**src/rtl/rgy_pkg.sv**
```systemverilog
// Shared types and helpers for the multi-approach traffic-light controller.
package rgy_pkg;

  typedef enum logic [1:0] {
    S_ALLRED = 2'd0,
    S_GREEN  = 2'd1,
    S_YELLOW = 2'd2,
    S_FLASH  = 2'd3
  } rgy_state_e;

  // Width of the approach index; a single approach still needs one bit.
  function automatic int unsigned dir_w(input int unsigned n);
    return (n <= 1) ? 1 : $clog2(n);
  endfunction

endpackage

```
**src/rtl/rgy_phase_timer.sv**
```systemverilog
// Phase counter: counts up from zero, flags the last cycle of a phase.
module rgy_phase_timer #(
  parameter int unsigned CNT_W = 8
) (
  input  logic             clk,
  input  logic             reset,
  input  logic             clear,
  input  logic [CNT_W-1:0] limit,
  output logic [CNT_W-1:0] cnt,
  output logic             done
);

  logic [CNT_W-1:0] cnt_q;

  // Restart on every phase entry, otherwise count up.
  always_ff @(posedge clk) begin
    if (reset || clear) begin
      cnt_q <= '0;
    end else begin
      cnt_q <= cnt_q + CNT_W'(1);
    end
  end

  assign cnt  = cnt_q;
  assign done = (cnt_q == limit);

endmodule

```
**src/rtl/rgy_multi_ctrl.sv**
```systemverilog
// Multi-approach traffic-light controller: round-robin green/yellow/all-red
// sequencing, latched pedestrian requests with walk lamps, flashing-yellow mode.
module rgy_multi_ctrl
  import rgy_pkg::*;
#(
  parameter int unsigned NUM_DIR     = 2,
  parameter int unsigned CNT_W       = 8,
  parameter int unsigned GREEN_T     = 20,
  parameter int unsigned MIN_GREEN_T = 8,
  parameter int unsigned YELLOW_T    = 4,
  parameter int unsigned ALLRED_T    = 2,
  parameter int unsigned PED_T       = 10,
  parameter int unsigned FLASH_T     = 5,
  localparam int unsigned DIR_W      = dir_w(NUM_DIR)
) (
  input  logic               clk,
  input  logic               reset,
  input  logic               en,
  input  logic [NUM_DIR-1:0] ped_req,
  output logic [NUM_DIR-1:0] green,
  output logic [NUM_DIR-1:0] yellow,
  output logic [NUM_DIR-1:0] red,
  output logic [NUM_DIR-1:0] walk,
  output logic [DIR_W-1:0]   cur_dir
);

  localparam logic [CNT_W-1:0] GREEN_LIM  = CNT_W'(GREEN_T - 1);
  localparam logic [CNT_W-1:0] MIN_LIM    = CNT_W'(MIN_GREEN_T - 1);
  localparam logic [CNT_W-1:0] YELLOW_LIM = CNT_W'(YELLOW_T - 1);
  localparam logic [CNT_W-1:0] ALLRED_LIM = CNT_W'(ALLRED_T - 1);
  localparam logic [CNT_W-1:0] FLASH_LIM  = CNT_W'(FLASH_T - 1);
  // One bit wider so PED_T == 2**CNT_W still compares correctly.
  localparam logic [CNT_W:0]   PED_CMP    = (CNT_W + 1)'(PED_T);
  localparam logic [DIR_W-1:0] LAST_DIR   = DIR_W'(NUM_DIR - 1);

  rgy_state_e         state_q, state_d;
  logic [DIR_W-1:0]   cur_dir_q, cur_dir_d;
  logic [NUM_DIR-1:0] ped_pend_q, ped_pend_d;
  logic               walk_on_q, walk_on_d;
  logic               flash_ph_q, flash_ph_d;

  logic [CNT_W-1:0]   cnt, limit;
  logic               done, clear, early, enter_green;
  logic [NUM_DIR-1:0] dir_oh, pend_now;

  rgy_phase_timer #(
    .CNT_W(CNT_W)
  ) u_timer (
    .clk  (clk),
    .reset(reset),
    .clear(clear),
    .limit(limit),
    .cnt  (cnt),
    .done (done)
  );

  // One-hot of the served approach.
  always_comb begin
    dir_oh = '0;
    for (int unsigned i = 0; i < NUM_DIR; i++) begin
      dir_oh[i] = (cur_dir_q == DIR_W'(i));
    end
  end

  // Phase length for the current state.
  always_comb begin
    limit = ALLRED_LIM;
    case (state_q)
      S_ALLRED: limit = ALLRED_LIM;
      S_GREEN:  limit = GREEN_LIM;
      S_YELLOW: limit = YELLOW_LIM;
      S_FLASH:  limit = FLASH_LIM;
      default:  limit = ALLRED_LIM;
    endcase
  end

  // Cut green short once the floor is met and another approach is waiting.
  assign early = (NUM_DIR > 1) && (cnt >= MIN_LIM) && (|(ped_pend_q & ~dir_oh));

  // State sequencing; en low overrides everything but reset.
  always_comb begin
    state_d   = state_q;
    cur_dir_d = cur_dir_q;
    if (!en) begin
      state_d = S_FLASH;
    end else begin
      case (state_q)
        S_ALLRED: if (done) state_d = S_GREEN;
        S_GREEN:  if (done || early) state_d = S_YELLOW;
        S_YELLOW: begin
          if (done) begin
            state_d   = S_ALLRED;
            cur_dir_d = (cur_dir_q == LAST_DIR) ? '0 : cur_dir_q + DIR_W'(1);
          end
        end
        S_FLASH: begin
          state_d   = S_ALLRED;
          cur_dir_d = '0;
        end
        default: state_d = S_ALLRED;
      endcase
    end
  end

  assign enter_green = (state_d == S_GREEN) && (state_q != S_GREEN);
  // Flash keeps its own state but restarts the counter every half-period.
  assign clear = (state_d != state_q) || ((state_q == S_FLASH) && done);
  assign pend_now = ped_pend_q | ped_req;

  // Pedestrian latches and walk grant, plus the flash phase toggle.
  always_comb begin
    ped_pend_d = pend_now;
    walk_on_d  = walk_on_q;
    flash_ph_d = flash_ph_q;
    if (!en) begin
      ped_pend_d = '0;
      walk_on_d  = 1'b0;
    end else if (enter_green) begin
      walk_on_d  = |(pend_now & dir_oh);
      ped_pend_d = pend_now & ~dir_oh;
    end
    if (state_q != S_FLASH) begin
      flash_ph_d = 1'b1;
    end else if (done) begin
      flash_ph_d = ~flash_ph_q;
    end
  end

  // Controller state registers.
  always_ff @(posedge clk) begin
    if (reset) begin
      state_q    <= S_ALLRED;
      cur_dir_q  <= '0;
      ped_pend_q <= '0;
      walk_on_q  <= 1'b0;
      flash_ph_q <= 1'b1;
    end else begin
      state_q    <= state_d;
      cur_dir_q  <= cur_dir_d;
      ped_pend_q <= ped_pend_d;
      walk_on_q  <= walk_on_d;
      flash_ph_q <= flash_ph_d;
    end
  end

  // Lamp decode from registered state only.
  always_comb begin
    green  = '0;
    yellow = '0;
    red    = '1;
    walk   = '0;
    case (state_q)
      S_GREEN: begin
        green = dir_oh;
        red   = ~dir_oh;
        if (walk_on_q && ({1'b0, cnt} < PED_CMP)) walk = dir_oh;
      end
      S_YELLOW: begin
        yellow = dir_oh;
        red    = ~dir_oh;
      end
      S_FLASH: begin
        yellow = {NUM_DIR{flash_ph_q}};
        red    = '0;
      end
      default: red = '1;
    endcase
  end

  assign cur_dir = cur_dir_q;

endmodule

```
**config.mk**
```make
export PLATFORM = sky130hd
export DESIGN_NAME = rgy_multi_ctrl
export DESIGN_NICKNAME = d
export VERILOG_FILES = /design/src/rtl/rgy_pkg.sv /design/src/rtl/rgy_phase_timer.sv /design/src/rtl/rgy_multi_ctrl.sv
export SDC_FILE = /design/constraint.sdc
export NUM_CORES = 1
export LEC_CHECK = 0
export ABC_AREA = 1
export CORE_MARGIN = 2
export CORE_UTILIZATION = 40
export DETAILED_ROUTE_END_ITERATION = 16
export PLACE_DENSITY = 0.69
export SKIP_CTS_REPAIR_TIMING = 1
export SYNTH_ARGS = -nofsm -noshare
export SYNTH_HDL_FRONTEND = slang
export SYNTH_SLANG_ARGS = --single-unit
```
**constraint.sdc**
```tcl
create_clock -name clk -period 2.7 [get_ports clk]
set_input_delay 0.54 -clock clk [delete_from_list [all_inputs] [get_ports clk]]
set_output_delay 0.54 -clock clk [all_outputs]
set_load 0.02 [all_outputs]
```
==> impl_summary.log <==
[metrics] number of warnings reported in the yosys synthesis log: 0
[metrics] clock tree root buffer cell: sky130_fd_sc_hd__clkbuf_4
[metrics] Final period util: 0.9594
[metrics] number of clock buffers inserted by TritonCTS: 3
[metrics] Die Span Y: about 54 um
[metrics] synthesized instance count: about 150
[metrics] hold path cells: 1
[metrics] Yosys reg bits: 15
[metrics] top-level port count: 14
[metrics] DRC Markers: 0
[metrics] Bufs on Longest Clock Path: 2
[metrics] EDFF count, synth: 0
[metrics] area taken by flip-flops and latches: 300.3 sq um
[metrics] Ant. Diodes: 0
[metrics] fill count: about 230
[metrics] startpoint types: register
[metrics] maximum number of pins on one net before global-route repair: 12
[metrics] net switching power: 169.5 uW
[metrics] routed via count divided by cell count: 4.916
[metrics] total grt overflow: 0
[metrics] post-synth cell types: 24
[metrics] starting utilization of the core area: 0.4310
[metrics] number of vias after detailed routing: 934
[metrics] required time at the worst-slack endpoint: 2160 ps
[metrics] Avg Synthesized Cell Area: 6.719 sq um
[metrics] Crit path buffers/inverters: 2
[metrics] flop-to-flop setup slack: around 550 ps
[metrics] CP max-delay cell: sky130_fd_sc_hd__clkdlybuf4s50_1
[metrics] final estimated routing congestion in global placement: just under 0.9
[metrics] nets@finish: 173
[metrics] IO buf count: 13
[metrics] Critical Setup Path Class: register to primary output
[metrics] setup repair after global routing missed its margin: false
[metrics] max-slew violation count: 0
[metrics] Primary FF master, synth: sky130_fd_sc_hd__dfxtp_1
[metrics] Comb pwr share: 0.259
[metrics] final hold viol count: 0
[metrics] GR Util All Layers: 0.1627
[metrics] reported max-cap violation count: 0
[metrics] end point of the critical path: red[0]
[metrics] number of sinks driven by the clock tree: 15
[metrics] ranking of synthesized cells by area: sky130_fd_sc_hd__dfxtp_1 (31%), sky130_fd_sc_hd__nand2_1 (13%), sky130_fd_sc_hd__inv_1 (8.8%)
[metrics] static leakage: 0.0005152 uW
[metrics] register area share after synthesis: 0.3061
[metrics] Std-Cell Core Area: 0.002276 sq mm
[metrics] cell family with most CP delay: buffers and inverters
[metrics] highest ir drop seen on vdd: ~0.42 mV
[metrics] nets in the synthesized netlist: 156
[metrics] overall die area: 0.002864 sq mm
[metrics] HPWL after detailed placement: 1632 um
[metrics] fraction of layout cells with a size suffix above 1: 0.1049
[metrics] library cell with the highest instance count after synthesis: sky130_fd_sc_hd__nand2_1
[metrics] Largest stage delay, worst path: 640 ps
[metrics] setup slack at placement: 461.9 ps
[metrics] layout overhead on the synthesized area: 19.39%
[metrics] maximum clock frequency: 0.3860 GHz
[metrics] Least-Margin Pin Slew: 487.8 ps
[metrics] vias in the first global route: 857
[metrics] initial antenna violation count: 0
[metrics] number of levels the H-tree was split into: 1
[metrics] first-pass GRT wire length: 3408 um
[metrics] clock-pin slew on the worst setup and hold paths: 100 ps
[metrics] outcome: finished clean
[metrics] Chip Width: 53.52 um
[metrics] routed len/inst: 11.01 um
[metrics] total negative slack: 0 ps
[metrics] first-pass iteration count of the detailed router: 4
[metrics] worst setup path startpoint: state_q[0]$_SDFF_PP0_
[metrics] ranking of synthesized cells by instance count: sky130_fd_sc_hd__nand2_1 (33), sky130_fd_sc_hd__inv_1 (23), sky130_fd_sc_hd__nor2_1 (21)
[metrics] wirelength, routed: 2091 um
[metrics] Reg2Reg Launch Point: state_q[0]$_SDFF_PP0_
[metrics] crit-path cells: inv_1 -> ha_1 -> nand2_1 -> o21ai_0 -> clkdlybuf4s50_1
[metrics] Stages on worst setup path: 5
[metrics] Net Sw Frac: 0.3349
[metrics] CP arrival: just over 2000 ps
[metrics] internal power component: about 340 uW
[metrics] sequential share of power: 0.470
[metrics] CTS tree: built
[metrics] number of setup violations in the final report: 0
[metrics] later-pin clock latency in the skew report: 290 ps
[metrics] worst clock skew: 8.581 ps
[metrics] Synth Cell Area: approximately 980 sq um
[metrics] number of design-rule violations left by the first detailed-router iteration: 34
[metrics] worst min path class: register to register
[metrics] worst flop-to-flop path endpoint: u_timer.cnt[0]$_SDFF_PP0_
[metrics] area used by multi-input combinational logic: 581.8 sq um
[metrics] min setup slack post-route: 109.7 ps
[metrics] depth of the most critical reg-to-reg path: 15
[metrics] post-layout min period: 2590 ps
[metrics] Async SR Flop Fraction: 0
[metrics] relative contribution of the clock network to total power: 0.271
[metrics] tightest slew margin relative to the limit: 0.6718
[metrics] category of the worst setup path capture point: primary output
[metrics] Synth area leader: sky130_fd_sc_hd__dfxtp_1
[metrics] remaining antenna violation count after routing: 0
[metrics] Row Count: 17
[metrics] area share of the largest cell type after synthesis: 0.3061
[metrics] power density normalized to cell area: 432.3 mW/mm^2
[metrics] worst-path fanout max: 5
[metrics] worst hold slack across all endpoints: 510.4 ps
==> cell type report <==
type | count | share of cell area
Multi-Input combinational cell | 105 | 0.4968
Sequential cell | 15 | 0.2564
Timing Repair Buffer | 13 | 0.1111
Inverter | 25 | 0.08013
Tap cell | 28 | 0.02991
Clock buffer | 3 | 0.01923
Clock inverter | 1 | 0.006410
==> registers in the layout, indices dropped and copies added (netlist names) <==
name / flops
cur_dir: 1
ped_pend_q: 2
walk_on_q: 1
state_q: 2
flash_ph_q: 1
u_timer.cnt: 8
==> worst reg2reg max path, stage by stage (launching register included) <==
cell and delay, ps:
sky130_fd_sc_hd__dfxtp_1 410, sky130_fd_sc_hd__inv_1 120, sky130_fd_sc_hd__ha_1 370, sky130_fd_sc_hd__inv_1 70, sky130_fd_sc_hd__nand2_1 50, sky130_fd_sc_hd__nand2_1 70, sky130_fd_sc_hd__nand2_2 70, sky130_fd_sc_hd__nor2_4 100
sky130_fd_sc_hd__nand2_4 110, sky130_fd_sc_hd__nand3_1 100, sky130_fd_sc_hd__nand3_2 80, sky130_fd_sc_hd__nand2_2 90, sky130_fd_sc_hd__nand2_1 60, sky130_fd_sc_hd__nand2_1 70, sky130_fd_sc_hd__nand3_2 170, sky130_fd_sc_hd__nor2_1 150
==> power by group through the flow <==
stage               registers (uW)  logic, uW  clock network, uW
finish                         238        131                137
CTS                            238        132                141
global placement               242        128                  0
floorplan                      240       91.8                  0
global route                   239        146                148
detailed placement             243        130                  0
==> logic make-up after synthesis <==
kind of cell	share of synthesized area
xor+xnor	0.04464
fa+ha+maj	0.06378
simple gates	0.3597
buf+inv	0.1008
compound gates	0.1250
flops	0.3061
==> worst min-delay path by stage <==
stage                                      to  slack, ps                       from
floorplan           u_timer.cnt[0]$_SDFF_PP0_        440  u_timer.cnt[0]$_SDFF_PP0_
detailed placement    flash_ph_q$_SDFFE_PP1P_        490    flash_ph_q$_SDFFE_PP1P_
finish                flash_ph_q$_SDFFE_PP1P_        510    flash_ph_q$_SDFFE_PP1P_
global route         ped_pend_q[1]$_SDFF_PP0_        550   ped_pend_q[1]$_SDFF_PP0_
CTS                   flash_ph_q$_SDFFE_PP1P_        510    flash_ph_q$_SDFFE_PP1P_
global placement    u_timer.cnt[0]$_SDFF_PP0_        460  u_timer.cnt[0]$_SDFF_PP0_
==> cell usage in the layout (no fill, tap or decap), drive strengths merged, types with 2 or more instances in the layout <==
cell and count:
nand2 36, a21oi 9, ha 5, clkdlybuf4s50 13, xor2 4, o22ai 2, o21ai 7, nand3 12
dfxtp 15, nand4 2, clkbuf 3, nor2 23, inv 25
==> layer usage <==
layer | vias up | global-route usage | wire (um)
met2 | 22 | 0.2840 | 969
li1 | 490 | - | -
met5 | - | 0 | 0
met3 | 4 | 0.05085 | 94
met1 | 418 | 0.1857 | 986
met4 | 0 | 0.05556 | 41
==> per-stage QoR <==
stage / area, sq um / util / std cells / total power (uW)
floorplan: 980.9 / - / 146 / 331.6
detailed placement: 1141 / 0.5014 / 186 / 372.8
CTS: 1171 / 0.5146 / 190 / 510.4
global route: 1171 / 0.5146 / 190 / 533.0
global placement: 1141 / 0.5014 / 186 / 369.7
finish: 1171 / 0.5146 / 190 / 506.3
No activity file was read; power rests on OpenSTA's default activity.
